File: config.mk
export PLATFORM = sky130hd
export DESIGN_NAME = addsub_serial
export DESIGN_NICKNAME = d
export VERILOG_FILES = /design/src/rtl/addsub_serial.sv
export SDC_FILE = /design/constraint.sdc
export NUM_CORES = 1
export LEC_CHECK = 0
export ABC_AREA = 1
export BUFFER_PORTS_ARGS = -buffer_cell sky130_fd_sc_hd__buf_4
export CORE_MARGIN = 8
export CORE_UTILIZATION = 55
export CTS_CLUSTER_DIAMETER = 200
export DETAILED_ROUTE_END_ITERATION = 10
export HOLD_SLACK_MARGIN = 0.08
export MAX_ROUTING_LAYER = met4
export PLACE_DENSITY_LB_ADDON = 0.15
export SLEW_MARGIN = 25
export SYNTH_ARGS = -nofsm -noshare
export SYNTH_HDL_FRONTEND = slang
export SYNTH_SLANG_ARGS = --single-unit
export TNS_END_PERCENT = 30
File: constraint.sdc
create_clock -name clk -period 3 [get_ports clk]
set_input_delay 0.3 -clock clk [delete_from_list [all_inputs] [get_ports clk]]
set_output_delay 0.3 -clock clk [all_outputs]
set_load 0.05 [all_outputs]
File: src/rtl/addsub_serial.sv
// Digit-serial two's-complement adder/subtractor: WIDTH-bit operands are summed
// CHUNK bits per clock, LSB chunk first, behind valid/ready handshakes.
module addsub_serial #(
  parameter int WIDTH = 16,
  parameter int CHUNK = 4
) (
  input  logic             clk,
  input  logic             reset,
  input  logic             in_valid,
  output logic             in_ready,
  input  logic [WIDTH-1:0] av,
  input  logic [WIDTH-1:0] bv,
  input  logic             M,
  output logic             out_valid,
  input  logic             out_ready,
  output logic [WIDTH-1:0] resultsv,
  output logic             cout,
  output logic             ovf,
  output logic             zero,
  output logic             neg
);

  localparam int NCHUNK = WIDTH / CHUNK;
  localparam int CW     = (NCHUNK > 1) ? $clog2(NCHUNK) : 1;
  localparam int BW     = (WIDTH > 1) ? $clog2(WIDTH) : 1;
  localparam logic [CW-1:0] LAST = CW'(NCHUNK - 1);

  localparam logic [1:0] IDLE = 2'd0;
  localparam logic [1:0] RUN  = 2'd1;
  localparam logic [1:0] DONE = 2'd2;

  if ((WIDTH % CHUNK) != 0) begin : g_bad_chunk
    $error("addsub_serial: WIDTH must be a multiple of CHUNK");
  end

  logic [1:0]       state_r;
  logic [CW-1:0]    count_r;
  logic             carry_r;
  logic [WIDTH-1:0] a_r;
  logic [WIDTH-1:0] b_r;
  logic [WIDTH-1:0] result_r;
  logic             cout_r;
  logic             ovf_r;
  logic             zero_r;
  logic             neg_r;

  logic [BW-1:0]    base_s;
  logic [CHUNK-1:0] a_chunk_s;
  logic [CHUNK-1:0] b_chunk_s;
  logic [CHUNK:0]   sum_s;
  logic [WIDTH-1:0] res_next_s;

  // One chunk of the ripple: the result word with the current chunk filled in
  always_comb begin
    base_s     = BW'(count_r * CHUNK);
    a_chunk_s  = a_r[base_s +: CHUNK];
    b_chunk_s  = b_r[base_s +: CHUNK];
    sum_s      = {1'b0, a_chunk_s} + {1'b0, b_chunk_s} + {{CHUNK{1'b0}}, carry_r};
    res_next_s = result_r;
    res_next_s[base_s +: CHUNK] = sum_s[CHUNK-1:0];
  end

  // Handshake FSM, operand capture, chunk accumulation and final flag latch
  always_ff @(posedge clk or posedge reset) begin
    if (reset) begin
      state_r  <= IDLE;
      count_r  <= {CW{1'b0}};
      carry_r  <= 1'b0;
      a_r      <= {WIDTH{1'b0}};
      b_r      <= {WIDTH{1'b0}};
      result_r <= {WIDTH{1'b0}};
      cout_r   <= 1'b0;
      ovf_r    <= 1'b0;
      zero_r   <= 1'b0;
      neg_r    <= 1'b0;
    end else begin
      case (state_r)
        IDLE: begin
          if (in_valid) begin
            // Subtraction is A + ~B + 1; the +1 rides in as the first carry
            a_r     <= av;
            b_r     <= bv ^ {WIDTH{M}};
            carry_r <= M;
            count_r <= {CW{1'b0}};
            state_r <= RUN;
          end
        end
        RUN: begin
          result_r <= res_next_s;
          carry_r  <= sum_s[CHUNK];
          if (count_r == LAST) begin
            cout_r  <= sum_s[CHUNK];
            ovf_r   <= (a_r[WIDTH-1] == b_r[WIDTH-1]) && (res_next_s[WIDTH-1] != a_r[WIDTH-1]);
            zero_r  <= (res_next_s == {WIDTH{1'b0}});
            neg_r   <= res_next_s[WIDTH-1];
            state_r <= DONE;
          end else begin
            count_r <= count_r + CW'(1);
          end
        end
        DONE: begin
          if (out_ready) begin
            state_r <= IDLE;
          end
        end
        default: begin
          state_r <= IDLE;
        end
      endcase
    end
  end

  assign in_ready  = (state_r == IDLE);
  assign out_valid = (state_r == DONE);
  assign resultsv  = result_r;
  assign cout      = cout_r;
  assign ovf       = ovf_r;
  assign zero      = zero_r;
  assign neg       = neg_r;

endmodule

# ---- Word level (Yosys, flattened, before mapping)
# Index checks and enable logic that the tools add are counted.
# W data, S select, Z words.
dict set report totals {
  output_inout_bits 22
  ff_bits 57
  word_cells 47
  inputBits 37
}
dict set report classes {
  n_reduce_logical 9
  bitwise 1
  addsub 4
  n_eq_ne 9
  n_shift 4
  muxes 10
}
# op n
set op_table {}
lappend op_table {{$shiftx A16 B5 Y4} 2}
lappend op_table {{$bwmux W16} 1}
lappend op_table {{$logic_not A16 Y1} 1}
lappend op_table {{$shift A4 B6 Y16 const A} 1}
lappend op_table {{$shiftx A4 B6 Y16} 1}
lappend op_table {{$xor A16 B16 Y16} 1}
lappend op_table {{$mux W2} 5}
lappend op_table {{$ne A2 B2 Y1 const B} 3}
lappend op_table {{$neg A4 Y6} 1}
lappend op_table {{$pmux W2 S3} 1}
lappend op_table {{$reduce_and A2 Y1} 3}
lappend op_table {{$reduce_and A3 Y1} 2}
lappend op_table {{$add A4 B4 Y5} 1}
lappend op_table {{$add A5 B1 Y5} 1}
lappend op_table {{$eq A2 B2 Y1 const B} 2}
lappend op_table {{$pmux W2 S2} 1}
lappend op_table {{$add A2 B1 Y2 const B} 1}
lappend op_table {{$eq A2 B1 Y1 const B} 1}
lappend op_table {{$logic_not A2 Y1} 1}
lappend op_table {{$ne A2 B1 Y1 const B} 1}
lappend op_table {{$pmux W1 S2} 1}
lappend op_table {{$reduce_bool A2 Y1} 1}
lappend op_table {{$eq A1 B1 Y1} 1}
lappend op_table {{$logic_and A1 B1 Y1} 1}
lappend op_table {{other kinds (2)} 2}

# ---- Depth between registers and ports, before layout
dict set report logic_depth {
  ltp_word 7
  mapped_depth 19
  depth_no_buf 17
}

# ---- Worst setup path before layout
# No wires, ideal clock.
dict set report synth_path {
  path_type {register -> register}
  startpoint {reg count_r[0]}
  endpoint {reg zero_r, in the netlist zero}
  path_slack_ns 0.288
  path_buffers 2
  t_arrival_ns 2.646
  path_stages_with_launch 19
  period_less_slack_ns 2.712
  required_ns 2.934
  setup_ns 0.066
  cell_sequence {dfrtp_1 > buf_6 > inv_2 > clkbuf_1 > nor2_1 > o22ai_1 > fa_1 > inv_1 > fa_1 > inv_1 > nand2_1 > nor2_1 > a21boi_2 > nand2_1 > nor2_1 > nand3_1 > nor2_1 > nand3_1 > nand2_1}
}
dict set report synth_via {
  elab_chain_len 6
  word_cells_on_any_way 11
  classes_between {3 x add/sub; 1 x eq/ne; 4 x shift; 1 x mux; 2 x reduce/logical}
}
# element line_no
set synth_rtl {}
lappend synth_rtl {{start, declared} 37} ;# logic [CW-1:0] count_r;
lappend synth_rtl {{start signal, assigned} 67} ;# count_r <= {CW{1'b0}};
lappend synth_rtl {{start signal, assigned} 84} ;# count_r <= {CW{1'b0}};
lappend synth_rtl {{start signal, assigned} 98} ;# count_r <= count_r + CW'(1);
lappend synth_rtl {{$shiftx A16 B5 Y4, on equally long branches} {56, 57}}
lappend synth_rtl {{$add A4 B4 Y5} 58} ;# sum_s = {1'b0, a_chunk_s} + {1'b0, b_chunk_s} + {{CHUNK{1'b0}}, carry_r};
lappend synth_rtl {{$add A5 B1 Y5} 58}
lappend synth_rtl {{$shiftx A4 B6 Y16} 60} ;# res_next_s[base_s +: CHUNK] = sum_s[CHUNK-1:0];
lappend synth_rtl {{$bwmux W16} 60}
lappend synth_rtl {{$logic_not A16 Y1} 94} ;# zero_r <= (res_next_s == {WIDTH{1'b0}});
lappend synth_rtl {{end signal, assigned} 94}
lappend synth_rtl {{end, declared} 44} ;# logic zero_r;
# Parallel ways exist; a longest one is shown, timed or not.
# A chain may end at the register's enable or synchronous reset.

# ---- Worst setup path in the final report
dict set report layout_path {
  startpoint {reg count_r[1]}
  endpoint {reg zero_r, in the netlist zero}
}
# Same word-level chain as after synthesis.

==> out/qor.yml <==
status: "completed"
path_max_fanout: 10
cts_made_buffers: 9
rsz0062_at_grt: "no"
core-area_sq_um: 5470
setup_tns_ns: 0
layout_min_cycle_time_ns: 2.65
htree_levels: 3
grtUsageTotal: 0.197
min_to: "state_r[1]"
wl_per_cell_microns: 14.1
p_clk_frac: 0.155
reg2reg_from: "count_r[1]"
ys_seq_area_frac: 0.458
worst_slew_pin_slew_ns: 0.487
synth_top_area_cell: "dfrtp_1"
whs_path_depth: 2
synthMuxAreaShare: 0
die_area_sq_um: 8320
final_cell_mix: "nand2_1 (131), buf_4 (64), dfrtp_1 (57), o21ai_0 (43), nor2_1 (39)"
drt-initial-drc-count: 143
vias: 2756
endpoint_kind: "flip-flop"
ir_drop_uv: 541
cts.sinks: 57
switching_share: 0.491
die_h_microns: 91.2
fin_ws_ns: 0.351
startpoint_type: "flip-flop"
drt_pass1_iterations: 4
synthSimpleGateAreaFrac: 0.248
io_buffers: 58
p_seq_frac: 0.282
dpl.hpwl_microns: 5660
ioPinCount: 59
grt_pass1_wl_microns: 13000
dpl_cell_area_sq_um: 3600
synth_compound_area_frac: 0.129
vias_per_cell: 5.16
relSlewSlack: 0.675
placement_rows: 27
syn_area_sq_um: 3110
crit_start: "count_r[1]"
cts_resized: 0
syn_inst: 398
yosys_warnings: 0
postRouteWirelength_microns: 7510
synth-seq-cells: 57
antenna_found_initial: 0
insertion_delay_ns: 0.35
combPwrFrac: 0.562
synth_xor_area_frac: 0.0450
synth_top_family_by_area: "simple AND/OR/NAND/NOR gates"
wl_met1_microns: 3370
fmaxAchievable_mhz: 378
r2r_setup_slack_ns: 0.35
path_clk_slew_ns: 0.07
overflow: 0
nNetsFinal: 506
critPathRequiredTime_ns: 3.24
wl_met3_microns: 295
synth_adder_area_share: 0.0491
switchingPower_mw: 2.32
final_area_sq_um: 3800
gp_congestion: 0.902
fin_worst_skew_ns: 0.0116
drc: 0
hold_viol: 0
cts_tree: "done"
die_x_microns: 91.2
p_per_area_nw_per_um2: 1240
clockBufferDepth: 2
final_common_cell: "nand2_1"
cts_root_buf: "clkbuf_8"
hp-start: "out_ready"
hold_path_class: "input port to flip-flop"
p_leak_nw: 1.96
critPathArrivalTime_ns: 2.89
start_util: 0.569
p_int_mw: 2.40
maxCapViolCount: 0
grt_max_degree: 50
synth_area_leaders: "dfrtp_1 (46%), nand2_1 (16%), o21ai_0 (6.9%), nor2_1 (4.7%), xnor2_1 (4.5%)"
yosysUniqueCellTypes: 32
r2r_cells: 16
drive_gt1_frac: 0.203
n_antenna_cell: 0
drtAntennaViolNets: 0
finalSetupViolCount: 0
grt_pass1_vias: 2769
crit_type: "flip-flop to flip-flop"
dr.max_layer_used: "met4"
syn_to_final_growth_pct: 22.3
rr_endpoint: "zero"
synth_fp_nets: 446
drv_slew: 0
met2WireLength_microns: 3630
synth_top_area_frac: 0.458
finalCritPeriodShare: 0.883
syn_area_per_cell_sq_um: 7.82
post-place-ws_ns: 0.375
-- state kept, by name, indices dropped and copies added (netlist names) --
name / count
a_r: 16
b_r: 16
carry_r: 1
count_r: 2
cout: 1
neg: 1
ovf: 1
resultsv: 16
state_r: 2
zero: 1
-- synth_stat cells (all sizes together) --
| master | number |
|---|---|
| nand3b | 1 |
| a31oi | 3 |
| buf | 11 |
| o21bai | 1 |
| a32oi | 2 |
| xnor2 | 16 |
| nand4 | 4 |
| a22oi | 1 |
| o21ai | 45 |
| ha | 9 |
| nand3 | 11 |
| a21boi | 3 |
| o21a | 2 |
| clkbuf | 5 |
| o31ai | 1 |
| fa | 2 |
| o22ai | 6 |
| nor2 | 43 |
| inv | 36 |
| dfrtp | 57 |
| nand2 | 132 |
| a21oi | 7 |
-- worst max path at each step --
stage               cells after the start    to  slack [ns]
floorplan                              18  zero        0.29
global placement                       16  zero        0.45
detailed placement                     16  zero        0.38
CTS                                    16  zero        0.36
global route                           17  zero        0.03
finish                                 16  zero        0.35
-- metrics by stage --
stage	util	instances	hold slack, ns	total power [mW]
after CTS	0.695	534	0.125	4.73
after global placement	0.658	518	0.346	3.92
after detailed placement	0.658	518	0.357	3.98
final	0.695	534	0.126	4.72
after global routing	0.695	534	0.129	5.14
after floorplan	-	398	0.396	3.30
-- area by class of cell --
cell class	instances	area [sq um]
sequential	57	1430
multi-input combinational	289	1470
clock inverter	3	40.0
inverter	36	135
fill	474	1670
tap	72	90.1
clock buffer	12	155
timing repair buffer	65	490
-- per-layer routing --
metal | track usage | up-vias
met4 | 0.0955 | 0
met2 | 0.320 | 72
li1 | - | 1384
met3 | 0.0453 | 17
met5 | - | -
met1 | 0.226 | 1283
-- worst max-delay path: stages, from the launching register on --
cell      delay, ns
dfrtp_1        0.51
inv_1          0.19
o21ai_0        0.12
o22ai_1        0.11
fa_1           0.45
inv_1          0.09
fa_1           0.42
inv_1          0.08
nand2_1        0.05
nor2_1         0.14
a21boi_2       0.07
nand2_1        0.06
nor2_1         0.04
nand3_1        0.06
nor2_1         0.05
nand3_1        0.06
nand2_1        0.05
-- cells by family after synthesis --
family	after synthesis
simple gates	191
buf+inv	52
fa+ha+maj	11
xor+xnor	16
flops	57
compound gates	71
-- power groups by stage --
stage	Combinational (mW)	Clock, mW	Sequential (mW)
2_1_floorplan	1.74	0	1.56
3_3_place_gp	2.58	0	1.33
3_5_place_dp	2.63	0	1.34
4_1_cts	2.66	0.734	1.33
5_1_grt	3.00	0.772	1.37
6_report	2.66	0.733	1.33
-- repair_timing --
| action | CTS | global route |
|---|---|---|
| buffers inserted | 0 | 0 |
| hold buffers | 1 | 0 |
| hold endpoints to repair | 21 | 0 |
No activity file was read; power rests on OpenSTA's default activity.
